==> src/rtl/regfile_port_ctrl_if.sv <==
// Handshake bundle between IDU/ROB and regfile_port_ctrl.
// master: IDU/ROB side (drives requests, observes ready/busy).
// slave : regfile_port_ctrl (accepts requests, drives ready/busy).
// Signals: rn_valid/rn_rd/rn_idx/rn_ready (rename), cm_valid/cm_rd/cm_val/cm_ready
// (commit write), rb_req/rb_busy (rollback).
interface regfile_port_ctrl_if #(
  parameter int unsigned ROB_IDX_W = 4
);
  logic                 rn_valid;
  logic [4:0]           rn_rd;
  logic [ROB_IDX_W-1:0] rn_idx;
  logic                 rn_ready;
  logic                 cm_valid;
  logic [4:0]           cm_rd;
  logic [31:0]          cm_val;
  logic                 cm_ready;
  logic                 rb_req;
  logic                 rb_busy;

  modport master (
    output rn_valid, rn_rd, rn_idx, cm_valid, cm_rd, cm_val, rb_req,
    input  rn_ready, cm_ready, rb_busy
  );

  modport slave (
    input  rn_valid, rn_rd, rn_idx, cm_valid, cm_rd, cm_val, rb_req,
    output rn_ready, cm_ready, rb_busy
  );
endinterface

==> src/rtl/regfile_port_ctrl.sv <==
// regfile_port_ctrl: sequences the single regfile update port between IDU
// rename requests and ROB commit writes. Commits are buffered in a small FIFO;
// one regfile operation is issued per cycle. Rollback drains pending commits
// and then issues the src-clear (reg_rb).
// Ports:
//   clk, rst (sync, active-high), rdy (0 = freeze)
//   port      : regfile_port_ctrl_if.slave (rename / commit / rollback handshakes)
//   reg_en, reg_st, reg_rb             : regfile control
//   id_rn_ena, id_rn_rd, id_rn_idx     : regfile rename port
//   rob_wr_ena, rob_wr_rd, rob_wr_val  : regfile write port
//   perf_rn_stall, perf_cq_full        : perf counters
// Build option: define REGCTL_PERF_EN to build saturating perf counters;
// otherwise both perf outputs are tied to 0.
module regfile_port_ctrl #(
  parameter int unsigned CQ_DEPTH   = 4,
  parameter int unsigned STARVE_MAX = 3,
  parameter int unsigned ROB_IDX_W  = 4
) (
  input  logic                 clk,
  input  logic                 rst,
  input  logic                 rdy,
  regfile_port_ctrl_if.slave   port,
  output logic                 reg_en,
  output logic                 reg_st,
  output logic                 reg_rb,
  output logic                 id_rn_ena,
  output logic [4:0]           id_rn_rd,
  output logic [ROB_IDX_W-1:0] id_rn_idx,
  output logic                 rob_wr_ena,
  output logic [4:0]           rob_wr_rd,
  output logic [31:0]          rob_wr_val,
  output logic [31:0]          perf_rn_stall,
  output logic [31:0]          perf_cq_full
);

  localparam int unsigned PTR_W    = $clog2(CQ_DEPTH);
  localparam int unsigned CNT_W    = PTR_W + 1;
  localparam int unsigned STARVE_W = $clog2(STARVE_MAX + 1);

  typedef enum logic {
    ST_RUN,
    ST_DRAIN
  } state_e;

  state_e              state_q, state_d;
  logic [PTR_W-1:0]    wr_ptr_q, wr_ptr_d;
  logic [PTR_W-1:0]    rd_ptr_q, rd_ptr_d;
  logic [CNT_W-1:0]    count_q, count_d;
  logic [STARVE_W-1:0] starve_q, starve_d;
  logic [4:0]          cq_rd_q  [CQ_DEPTH];
  logic [4:0]          cq_rd_d  [CQ_DEPTH];
  logic [31:0]         cq_val_q [CQ_DEPTH];
  logic [31:0]         cq_val_d [CQ_DEPTH];

  logic push, pop, rn_win, force_cm, cq_full, cq_empty;

  assign cq_full  = (count_q == CNT_W'(CQ_DEPTH));
  assign cq_empty = (count_q == '0);
  assign force_cm = cq_full || (starve_q == STARVE_W'(STARVE_MAX));

  always_comb begin
    state_d       = state_q;
    wr_ptr_d      = wr_ptr_q;
    rd_ptr_d      = rd_ptr_q;
    count_d       = count_q;
    starve_d      = starve_q;
    cq_rd_d       = cq_rd_q;
    cq_val_d      = cq_val_q;
    push          = 1'b0;
    pop           = 1'b0;
    rn_win        = 1'b0;
    port.rn_ready = 1'b0;
    port.cm_ready = 1'b0;
    port.rb_busy  = (state_q == ST_DRAIN);
    reg_en        = 1'b1;
    reg_st        = !rdy;
    reg_rb        = 1'b0;
    id_rn_ena     = 1'b0;
    id_rn_rd      = '0;
    id_rn_idx     = '0;
    rob_wr_ena    = 1'b0;
    rob_wr_rd     = '0;
    rob_wr_val    = '0;

    if (rdy) begin
      unique case (state_q)
        ST_RUN: begin
          rn_win = port.rn_valid && !force_cm && !port.rb_req;
          // A rename to r0 uses no port, so the head may still drain.
          pop           = !cq_empty && !(rn_win && (port.rn_rd != '0));
          port.rn_ready = rn_win;
          port.cm_ready = !cq_full || pop;
          id_rn_ena     = rn_win && (port.rn_rd != '0);
          if (pop) begin
            starve_d = '0;
          end else if (rn_win && !cq_empty &&
                       (starve_q != STARVE_W'(STARVE_MAX))) begin
            starve_d = starve_q + 1'b1;
          end
          if (port.rb_req) begin
            state_d      = ST_DRAIN;
            port.rb_busy = 1'b1;
          end
        end
        ST_DRAIN: begin
          if (count_q > CNT_W'(1)) begin
            pop = 1'b1;
          end else begin
            reg_rb  = 1'b1;
            pop     = !cq_empty;
            state_d = ST_RUN;
          end
          if (pop) starve_d = '0;
        end
        default: state_d = ST_RUN;
      endcase
    end

    if (id_rn_ena) begin
      id_rn_rd  = port.rn_rd;
      id_rn_idx = port.rn_idx;
    end

    rob_wr_ena = pop;
    if (pop) begin
      rob_wr_rd  = cq_rd_q[rd_ptr_q];
      rob_wr_val = cq_val_q[rd_ptr_q];
      rd_ptr_d   = rd_ptr_q + 1'b1;
    end

    // Writes to r0 are acknowledged but never reach the regfile.
    push = port.cm_valid && port.cm_ready && (port.cm_rd != '0);
    if (push) begin
      cq_rd_d[wr_ptr_q]  = port.cm_rd;
      cq_val_d[wr_ptr_q] = port.cm_val;
      wr_ptr_d           = wr_ptr_q + 1'b1;
    end

    if (push && !pop)      count_d = count_q + 1'b1;
    else if (pop && !push) count_d = count_q - 1'b1;
  end

  always_ff @(posedge clk) begin
    if (rst) begin
      state_q  <= ST_RUN;
      wr_ptr_q <= '0;
      rd_ptr_q <= '0;
      count_q  <= '0;
      starve_q <= '0;
      for (int unsigned i = 0; i < CQ_DEPTH; i++) begin
        cq_rd_q[i]  <= '0;
        cq_val_q[i] <= '0;
      end
    end else begin
      state_q  <= state_d;
      wr_ptr_q <= wr_ptr_d;
      rd_ptr_q <= rd_ptr_d;
      count_q  <= count_d;
      starve_q <= starve_d;
      cq_rd_q  <= cq_rd_d;
      cq_val_q <= cq_val_d;
    end
  end

`ifdef REGCTL_PERF_EN
  logic [31:0] perf_rn_stall_q, perf_rn_stall_d;
  logic [31:0] perf_cq_full_q, perf_cq_full_d;

  always_comb begin
    perf_rn_stall_d = perf_rn_stall_q;
    perf_cq_full_d  = perf_cq_full_q;
    if (rdy && port.rn_valid && !port.rn_ready && (perf_rn_stall_q != '1))
      perf_rn_stall_d = perf_rn_stall_q + 1'b1;
    if (rdy && cq_full && (perf_cq_full_q != '1))
      perf_cq_full_d = perf_cq_full_q + 1'b1;
  end

  always_ff @(posedge clk) begin
    if (rst) begin
      perf_rn_stall_q <= '0;
      perf_cq_full_q  <= '0;
    end else begin
      perf_rn_stall_q <= perf_rn_stall_d;
      perf_cq_full_q  <= perf_cq_full_d;
    end
  end

  assign perf_rn_stall = perf_rn_stall_q;
  assign perf_cq_full  = perf_cq_full_q;
`else
  assign perf_rn_stall = '0;
  assign perf_cq_full  = '0;
`endif

endmodule

==> src/flat_wrapper.sv <==
// flat-port wrapper written by rule: the top's interface ports become plain ports
module regfile_port_ctrl_flat 
#(
  parameter int unsigned CQ_DEPTH   = 4,
  parameter int unsigned STARVE_MAX = 3,
  parameter int unsigned ROB_IDX_W  = 4
)
  (clk, rst, rdy, reg_en, reg_st, reg_rb, id_rn_ena, id_rn_rd, id_rn_idx, rob_wr_ena, rob_wr_rd, rob_wr_val, perf_rn_stall, perf_cq_full, port_rn_valid, port_rn_rd, port_rn_idx, port_cm_valid, port_cm_rd, port_cm_val, port_rb_req, port_rn_ready, port_cm_ready, port_rb_busy);
  regfile_port_ctrl_if #(.ROB_IDX_W(ROB_IDX_W)) port_i ();
  input  logic clk;
  input  logic rst;
  input  logic rdy;
  output logic reg_en;
  output logic reg_st;
  output logic reg_rb;
  output logic id_rn_ena;
  output logic [4:0] id_rn_rd;
  output logic [ROB_IDX_W-1:0] id_rn_idx;
  output logic rob_wr_ena;
  output logic [4:0] rob_wr_rd;
  output logic [31:0] rob_wr_val;
  output logic [31:0] perf_rn_stall;
  output logic [31:0] perf_cq_full;
  input wire logic [$bits(port_i.rn_valid)-1:0] port_rn_valid;
  input wire logic [$bits(port_i.rn_rd)-1:0] port_rn_rd;
  input wire logic [$bits(port_i.rn_idx)-1:0] port_rn_idx;
  input wire logic [$bits(port_i.cm_valid)-1:0] port_cm_valid;
  input wire logic [$bits(port_i.cm_rd)-1:0] port_cm_rd;
  input wire logic [$bits(port_i.cm_val)-1:0] port_cm_val;
  input wire logic [$bits(port_i.rb_req)-1:0] port_rb_req;
  output wire logic [$bits(port_i.rn_ready)-1:0] port_rn_ready;
  output wire logic [$bits(port_i.cm_ready)-1:0] port_cm_ready;
  output wire logic [$bits(port_i.rb_busy)-1:0] port_rb_busy;
  assign port_i.rn_valid = port_rn_valid;
  assign port_i.rn_rd = port_rn_rd;
  assign port_i.rn_idx = port_rn_idx;
  assign port_i.cm_valid = port_cm_valid;
  assign port_i.cm_rd = port_cm_rd;
  assign port_i.cm_val = port_cm_val;
  assign port_i.rb_req = port_rb_req;
  assign port_rn_ready = port_i.rn_ready;
  assign port_cm_ready = port_i.cm_ready;
  assign port_rb_busy = port_i.rb_busy;
  regfile_port_ctrl #(.CQ_DEPTH(CQ_DEPTH), .STARVE_MAX(STARVE_MAX), .ROB_IDX_W(ROB_IDX_W)) u_core (.clk(clk), .rst(rst), .rdy(rdy), .port(port_i), .reg_en(reg_en), .reg_st(reg_st), .reg_rb(reg_rb), .id_rn_ena(id_rn_ena), .id_rn_rd(id_rn_rd), .id_rn_idx(id_rn_idx), .rob_wr_ena(rob_wr_ena), .rob_wr_rd(rob_wr_rd), .rob_wr_val(rob_wr_val), .perf_rn_stall(perf_rn_stall), .perf_cq_full(perf_cq_full));
endmodule
==> config.mk <==
export PLATFORM = sky130hd
export DESIGN_NAME = regfile_port_ctrl_flat
export DESIGN_NICKNAME = d
export VERILOG_FILES = /design/src/rtl/regfile_port_ctrl_if.sv /design/src/rtl/regfile_port_ctrl.sv /design/src/flat_wrapper.sv
export SDC_FILE = /design/constraint.sdc
export NUM_CORES = 1
export LEC_CHECK = 0
export CAP_MARGIN = 5
export CORE_MARGIN = 10
export CORE_UTILIZATION = 50
export CTS_CLUSTER_DIAMETER = 100
export DETAILED_ROUTE_END_ITERATION = 7
export PLACE_DENSITY = 0.8
export SLEW_MARGIN = 10
export SYNTH_ARGS = -nofsm -noshare
export SYNTH_HDL_FRONTEND = slang
export SYNTH_SLANG_ARGS = --single-unit
==> constraint.sdc <==
create_clock -name clk -period 3.39 [get_ports clk]
set_clock_uncertainty 0.1 [all_clocks]
set_input_delay 0.339 -clock clk [delete_from_list [all_inputs] [get_ports clk]]
set_output_delay 0.339 -clock clk [all_outputs]
set_load 0.02 [all_outputs]
After elaboration in Yosys (flattened, before gate mapping)
Cells that the tools add are included.

storage, ports and cells
  output and inout port bits = 118
  bits of input ports = 52
  register bits after elaboration = 158

cells by class
  equality and inequality tests = 5
  bitwise logic cells = 3
  $lt $le $gt $ge = 4
  add/sub/neg operators = 5
  reduce and logical (&&, ||, !) cells = 26
  muxes and demuxes = 41

operators with widths
  operator                                                   number
  bitwise mux 128 bit                                        1
  two-way mux 32 bit                                         4
  binary-select mux 32 bit (select 2 bit)                    1
  demux 32 bit (select 2 bit)                                1
  two-way mux 5 bit                                          5
  bitwise mux 20 bit                                         1
  two-way mux 1 bit                                          17
  logical AND 1 bit                                          11
  binary-select mux 5 bit (select 2 bit)                     1
  demux 5 bit (select 2 bit)                                 1
  nonzero test 5 bit                                         2
  logical NOT 1 bit                                          8
  adder 2 x 1 -> 2 bit (second input constant)               3
  greater-or-equal comparator 3 bit (second input constant)  2
  two-way mux 2 bit                                          3
  two-way mux 3 bit                                          2
  inverter 2 -> 3 bit                                        2
  two-way mux 4 bit                                          1
  inequality test 2 bit (second input constant)              2
  one-hot mux 1 bit (2 select lines)                         2
  one-hot mux 2 bit (2 select lines)                         1
  adder 3 x 1 -> 3 bit (second input constant)               1
  == test 3 bit (second input constant)                      1
  > comparator 3 x 1 -> 1 bit (second input constant)        1
  other kinds (9)                                            10

Longest topological paths before layout
Gate-level depths: netlist (run 1).

  depth in word-level cells = 17
  depth in mapped cells = 13

Worst setup path after synthesis (run 1)
OpenSTA, ideal clock, no wires.

  path type = input port to flip-flop
  start = input port_rn_rd[1]
  end = register u_core.count_q[2]
  setup slack = 0.800 ns
  data required time = 3.220 ns
  buffers on the path = 1
  stages = 9
  arrival = 2.419 ns
  path through = or4_1 -> nor2_1 -> o21ai_0 -> a21oi_1 -> buf_2 -> inv_1 -> ha_1 -> or3_1 -> a21oi_1

RTL lines
  what                                                     RTL line                  RTL
  start, declared                                          flat_wrapper.sv:25        input wire logic [$bits(port_i.rn_rd)-1:0] port_rn_rd;
  nonzero test 5 bit *                                     regfile_port_ctrl.sv:90   pop = !cq_empty && !(rn_win && (port.rn_rd != '0));
  logical AND 1 bit *                                      regfile_port_ctrl.sv:90
  logical NOT 1 bit *                                      regfile_port_ctrl.sv:90
  logical AND 1 bit *                                      regfile_port_ctrl.sv:90
  one-hot mux 1 bit (2 select lines) *                     regfile_port_ctrl.sv:86   unique case (state_q)
  two-way mux 1 bit *                                      regfile_port_ctrl.sv:85   if (rdy) begin
  via rob_wr_ena                                           flat_wrapper.sv:19        output logic rob_wr_ena;
  logical NOT 1 bit                                        regfile_port_ctrl.sv:139  if (push && !pop) count_d = count_q + 1'b1;
  logical AND 1 bit                                        regfile_port_ctrl.sv:139
  two-way mux 3 bit or nonzero test 2 bit (tied branches)  --
  end signal, assigned                                     regfile_port_ctrl.sv:158  count_q <= count_d;
  end, declared                                            regfile_port_ctrl.sv:48   logic [CNT_W-1:0] count_q, count_d;

The timed path passes the listed nets; every way through them passes the cells marked *.
A chain may end at the register's enable or synchronous reset.

Final worst setup path (run 1)
  start = input port_rn_rd[2]
  end = output rob_wr_val[31]

on the way
  cells in the longest elaborated chain, start to end = 7

ends and longest elaborated chain
  what                                RTL line                  RTL
  nonzero test 5 bit                  regfile_port_ctrl.sv:90
  logical AND 1 bit                   regfile_port_ctrl.sv:90
  logical NOT 1 bit                   regfile_port_ctrl.sv:90
  logical AND 1 bit                   regfile_port_ctrl.sv:90
  one-hot mux 1 bit (2 select lines)  regfile_port_ctrl.sv:86
  two-way mux 1 bit                   regfile_port_ctrl.sv:85
  two-way mux 32 bit                  regfile_port_ctrl.sv:125  if (pop) begin
  end, declared                       flat_wrapper.sv:21        output logic [31:0] rob_wr_val;

No other way between the ends.

==> metrics.md, run 1 <==
| Metric | Value |
|---|---|
| Status | completed |
| Synth Register Bits | around 160 |
| Lkg Pwr | between 3 and 4 nW |
| Syn Area/Cell | between 8 and 9 um^2 |
| RSZ-0062 raised after global routing | true |
| Routed Antenna Nets | 0 |
| Crit end category | output pin |
| Flop2flop setup slack | 0.73 ns |
| Vias in the first global route | between 5000 and 6000 |
| Fin crit period | ~3.3 ns |
| Ratio of cells with drive above 1 in the final layout | 0.103 |
| Drt pass-1 iters | 5 |
| Post-synth top area cell | dfxtp_1 |
| # fillers | 1257 |
| Kind of critical path | input port to output pin |
| Worst setup SP type | input port |
| Setup ws final | ~0.085 ns |
| First-pass GRT wire length | between 30 and 40 mm |
| Vias | just over 6000 |
| CTS tree | yes |
| Reg-to-Reg Start | u_core.count_q[0]$_SDFFE_PP0P_ |
| Worst path cell trace | clkdlybuf4s50_1 > or4_1 > nor2_1 > o21ai_0 > a21oi_4 > buf_12 > and2_1 > clkdlybuf4s50_1 |
| # DRC | 0 |
| Max-cap violations | 0 |
| Vias per cell | approximately 5.2 |
| Antenna cells | 0 |
| Synth-to-layout area growth | 20.3% |
| Post-CTS setup buffers | 0 |
| HPWL after detailed placement | about 13 mm |
| Syn Std Cell Area | approximately 0.0075 mm^2 |
| CTS H-tree depth | 4 |
| Crit path DAT | about 2.9 ns |
| Num CTS Buffers | 17 |
| Crit path max fanout | 22 |
| Total wire length | between 15 and 20 mm |
| Most frequent cells in the layout | nand2_1, dfxtp_1, a21oi_1, clkdlybuf4s50_1, conb_1 |
| Fin cells | roughly 1200 |
| RD Place Congestion | roughly 0.74 |
| Rows | 44 |
| Starting Density | 0.512 |
| CP max-delay cell | clkdlybuf4s50_1 |
| Yosys warnings | 0 |
| Max Transition Viols Final | 0 |
| Die W | 142 um |
| Placed Cells | 1132 |
| Setup_tns | 0 ns |
| Max Clk Rate | just over 0.3 GHz |
| Bufs on Longest Clock Path | 2 |
| Register-to-Register Path Depth | 11 |
| Pre-CTS setup slack | ~0.083 ns |
| Largest net degree at the start of global routing | slightly below 80 |
| Most common cell on crit path | clkdlybuf4s50_1 |
| Fin crit share | 0.975 |
| Worst Tran Pin Value | ~0.94 ns |
| CP max stage delay | ~0.6 ns |
| Total Die Area | 0.0203 mm^2 |
| Routed len/inst | roughly 17 um |
| Grt total ovfl | 0 |
| Post-synthesis cell count | about 900 |
| Hold endpoint | u_core.wr_ptr_q[1]$_SDFFE_PP0P_ |
| Worst slew margin | 0.372 |
| Power density over the cells | ~550 mW/mm^2 |
| GRT Resource Usage Total | 0.185 |
| CORE AREA | between 0.01 and 0.015 mm^2 |
| Reg-to-reg endpoint | u_core.count_q[2]$_SDFFE_PP0P_ |
| Final setup viols | 0 |
| WP data required | approximately 3 ns |
| Worst min path class | input port to flip-flop |
| Clock-pin slew on the worst setup and hold paths | about 0.060 ns |
| Clock sinks | between 150 and 200 |
| HP Start | rst |
| IR drop worst, VDD | 400 uV |
| IO Port Bufs | around 100 |
| WHS Path Cells | 2 |
| Initial antenna violation count | 0 |
| DR iter-0 viols | roughly 570 |
| Die H | 142 um |
| Fin nets | roughly 1000 |
| Seq/Total Area, Yosys | 0.422 |
| Leading cell type in the layout, fill and taps excluded | nand2_1 |
| Power, Total | slightly below 5 mW |
| Clock root buffer | clkbuf_16 |
| Worst-skew pair later-pin latency | around 0.43 ns |
| Final hold viol count | 0 |
| Synth cell types | 35 |
| IO Pins | between 150 and 200 |
| Top cell type's share of synthesized area | 0.422 |
| Synth top area cells | dfxtp_1, nand2_1, mux4_2 |
## synth_stat cells, drive strengths merged
master  count
a21o        2
a21oi     154
a32oi       1
and2       50
buf       100
clkbuf     25
conb        2
dfxtp     158
ha         10
inv         6
mux2        2
mux2i       1
mux4       37
nand2     305
nand2b      1
nand3       1
nand3b      1
nor2       11
nor2b       3
nor3        2
nor3b       1
nor4        1
o21ai       3
o21ba       1
o311a       1
or3         2
or4         1
xnor2       1
xor2        2
## what timing repair did
| item | 4_1_cts | 5_1_grt |
|---|---|---|
| gates resized for setup | 1 | 5 |
| pin swaps | 0 | 0 |
| endpoints found under the setup margin | 9 | 13 |
| hold buffers | 0 | 0 |
## sequential cells by signal (all words and copies together), names as in the netlist
name / count
u_core.cq_val_q: 128
u_core.cq_rd_q: 20
u_core.count_q: 3
u_core.rd_ptr_q: 2
u_core.starve_q: 2
u_core.wr_ptr_q: 2
u_core.state_q: 1
## final cells by class
cell class / instances / area (um^2) / share of cell area
clock buffer: 24 / 492 / 0.0545
clock inverter: 7 / 85.1 / 0.00943
inverter: 6 / 22.5 / 0.00250
multi-input combinational: 659 / 3700 / 0.411
sequential: 158 / 3170 / 0.351
tap: 184 / 230 / 0.0255
timing repair buffer: 125 / 1320 / 0.146
## report_power, final
part / total [mW] / switching [mW] / internal [mW]
logic: 1.07 / 0.594 / 0.480
registers: 2.01 / 0.0881 / 1.92
clock network: 1.88 / 0.725 / 1.15
## worst max-delay path, delay by kind of cell
| kind | cells | cell delay [ns] |
|---|---|---|
| buffers and inverters | 3 | 1.22 |
| AND/OR/NAND/NOR | 3 | 0.83 |
| AO/OA/AOI/OAI | 2 | 0.47 |
## routing by layer
layer  track usage  wire, um  vias to the layer above
met4        0.0608       255                        0
met1         0.221      7580                     2892
met3        0.0504      1600                       18
met5             0         0                        -
li1              -         -                     2944
met2         0.316      9800                      238
## metrics by stage
step           hold WS, ns  utilization  cell area [um^2]
2_1_floorplan        0.333            -              7740
3_3_place_gp         0.339        0.575              8420
3_5_place_dp         0.344        0.575              8420
4_1_cts              0.288        0.615              9010
5_1_grt              0.314        0.616              9020
6_report             0.300        0.616              9020
## worst max-delay path by stage
stage                                      to  slack (ns)  cells past startpoint                            from
2_1_floorplan  u_core.count_q[2]$_SDFFE_PP0P_        0.80                      9                   port_rn_rd[1]
3_3_place_gp                     rob_wr_rd[1]        0.13                      8                   port_rn_rd[1]
3_5_place_dp                      id_rn_rd[1]        0.08                      6                   port_rn_rd[2]
4_1_cts                        rob_wr_val[31]        0.07                      8                   port_rn_rd[2]
5_1_grt                           id_rn_rd[1]       -0.03                      7  u_core.count_q[0]$_SDFFE_PP0P_
6_report                       rob_wr_val[31]        0.09                      8                   port_rn_rd[2]
## logic make-up after synthesis
family	synth area share
and+or+nand+nor	0.212
AOI/OAI and AO/OA	0.111
DFF	0.422
buffers and inverters	0.119
muxes	0.115
adders and majority gates	0.0167
xor gates and xnor gates	0.00350
other	0.00100
Power figures use the tool's default switching activity.
==> inputs of run 2 (changes only) <==
--- a/config.mk
+++ b/config.mk
@@ -8,6 +8,7 @@
 export CAP_MARGIN = 5
 export CORE_MARGIN = 10
 export CORE_UTILIZATION = 50
+export CTS_BUF_LIST = sky130_fd_sc_hd__clkbuf_16
 export CTS_CLUSTER_DIAMETER = 100
 export DETAILED_ROUTE_END_ITERATION = 7
 export PLACE_DENSITY = 0.8
==> run 2 against run 1 <==
Cell count is the same. Design area down 0.44%. Count of clock-buffer cells in the layout decreased by 7. Largest cell class unchanged. Sequential share of layout area up 0.16 points.
==> metrics.md, run 2 (synthesized netlist as in run 1, its figures left out) <==
| Metric | Value |
|---|---|
| Top Registers | u_core.cq_val_q (128), u_core.cq_rd_q (20), u_core.count_q (3) |
| Clock-pin slew on the worst setup and hold paths | around 0.060 ns |
| Worst setup SP type | input port |
| DR iter-0 viols | between 500 and 600 |
| CTS tree | yes |
| Status | completed |
| Routed len/inst | between 15 and 20 um |
| Fin area | ~0.009 mm^2 |
| HPWL after detailed placement | between 10 and 15 mm |
| DP Area | around 0.0084 mm^2 |
| Fin nets | slightly above 1000 |
| Worst path cell trace | clkdlybuf4s50_1 > or4_1 > nor2_1 > o21ai_0 > a21oi_4 > buf_12 > and2_1 > clkdlybuf4s50_1 |
| IO Pins | 170 |
| Ratio of cells with drive above 1 in the final layout | 0.0991 |
| Register-to-Register Path Depth | 11 |
| CP max stage delay | 0.61 ns |
| Final setup viols | 0 |
| Hold endpoint | u_core.wr_ptr_q[1]$_SDFFE_PP0P_ |
| Lkg Pwr | roughly 3.3 nW |
| Vias per cell | about 5.2 |
| Fin crit share | 0.975 |
| Total wire length | between 15 and 20 mm |
| Rows | 44 |
| Reg-to-reg endpoint | u_core.count_q[2]$_SDFFE_PP0P_ |
| Met2 wire len | slightly below 10 mm |
| Final core area utilization | 0.613 |
| # DRC | 0 |
| Highest Signal Layer | met4 |
| Post-CTS setup buffers | 0 |
| Max reg flops | 128 |
| HP Start | rst |
| Clock root buffer | clkbuf_16 |
| RSZ-0062 raised after global routing | true |
| GRT Resource Usage Total | 0.185 |
| Setup ws final | 0.0840 ns |
| Crit path DAT | around 2.9 ns |
| Reg with most FFs | u_core.cq_val_q |
| Flop2flop setup slack | between 0.7 and 0.8 ns |
| Met3 routed WL | between 1 and 1.5 mm |
| CP max-delay cell | clkdlybuf4s50_1 |
| Power, Total | roughly 4.9 mW |
| Worst Tran Pin Value | roughly 0.94 ns |
| CTS H-tree depth | 4 |
| IR drop worst, VDD | between 300 and 400 uV |
| Antenna cells | 0 |
| Crit end category | output pin |
| Worst-skew pair later-pin latency | ~0.43 ns |
| Drt pass-1 iters | 5 |
| Initial antenna violation count | 0 |
| Die H | approximately 140 um |
| Routed Antenna Nets | 0 |
| Placed Cells | 1132 |
| Synth-to-layout area growth | 19.7% |
| Power density over the cells | between 500 and 600 mW/mm^2 |
| CORE AREA | 0.0146 mm^2 |
| Grt total ovfl | 0 |
| Largest net degree at the start of global routing | 77 |
| WHS Path Cells | 2 |
| Final hold viol count | 0 |
| Kind of critical path | input port to output pin |
| Leading cell type in the layout, fill and taps excluded | nand2_1 |
| Max Clk Rate | approximately 0.30 GHz |
| Die W | ~140 um |
| Worst slew margin | 0.372 |
| Num CTS Buffers | 17 |
| Crit path max fanout | 22 |
| RD Place Congestion | between 0.7 and 0.8 |
| Vias | a little over 6000 |
| First-pass GRT wire length | 30.2 mm |
| Most frequent cells in the layout | nand2_1, dfxtp_1, a21oi_1, clkdlybuf4s50_1, conb_1 |
| Reg-to-Reg Start | u_core.count_q[0]$_SDFFE_PP0P_ |
| Clock sinks | 158 |
| Worst min path class | input port to flip-flop |
| Hold_ws | 0.298 ns |
| Vias in the first global route | 5797 |
| Max-cap violations | 0 |
| Fin crit period | roughly 3.3 ns |
| Fin cells | around 1200 |
| WP data required | 2.95 ns |
| Total Die Area | 0.0203 mm^2 |
| Max Transition Viols Final | 0 |
| Starting Density | 0.512 |
| IO Port Bufs | between 100 and 150 |
| DRT met1 WL | around 7.7 mm |
| Pre-CTS setup slack | approximately 0.083 ns |
| Bufs on Longest Clock Path | 2 |
| Most common cell on crit path | clkdlybuf4s50_1 |
| Setup_tns | 0 ns |
## run 2: worst max-delay path by stage
stage | from | end | slack, ns | cells after the start
6_report | port_rn_rd[2] | rob_wr_val[31] | 0.08 | 8
4_1_cts | port_rn_rd[2] | rob_wr_val[31] | 0.07 | 8
3_5_place_dp | port_rn_rd[2] | id_rn_rd[1] | 0.08 | 6
5_1_grt | u_core.count_q[0]$_SDFFE_PP0P_ | id_rn_rd[1] | -0.03 | 7
3_3_place_gp | port_rn_rd[1] | rob_wr_rd[1] | 0.13 | 8
2_1_floorplan | port_rn_rd[1] | u_core.count_q[2]$_SDFFE_PP0P_ | 0.80 | 9
## run 2: repair_timing
action / 4_1_cts / 5_1_grt
endpoints found under the hold margin: 0 / 0
hold buffers: 0 / 0
setup endpoints to repair: 9 / 13
gates cloned: 0 / 0
gates resized for setup: 1 / 5
## run 2: cell type report
cell class	instances	area [um^2]
multi-input cells	659	3700
fillers	1268	5660
clock buffers	17	425
well taps	184	230
inverters	6	22.5
flip-flops and latches	158	3170
repair buffers	125	1320
clock inverters	14	111
## run 2: power by group
part           switching (mW)  internal (mW)  total (mW)
clock network           0.718           1.05        1.77
logic                   0.593          0.480        1.07
registers              0.0893           1.92        2.01
## run 2: critical path: cells and delay by family
kind | cells | cell delay [ns]
AOI/OAI and AO/OA | 2 | 0.47
buffers and inverters | 3 | 1.23
and+or+nand+nor | 3 | 0.83
## run 2: layer usage
| metal | track usage | vias up |
|---|---|---|
| met3 | 0.0504 | 17 |
| met5 | 0 | - |
| met1 | 0.221 | 2921 |
| met4 | 0.0608 | 0 |
| li1 | - | 2949 |
| met2 | 0.316 | 186 |
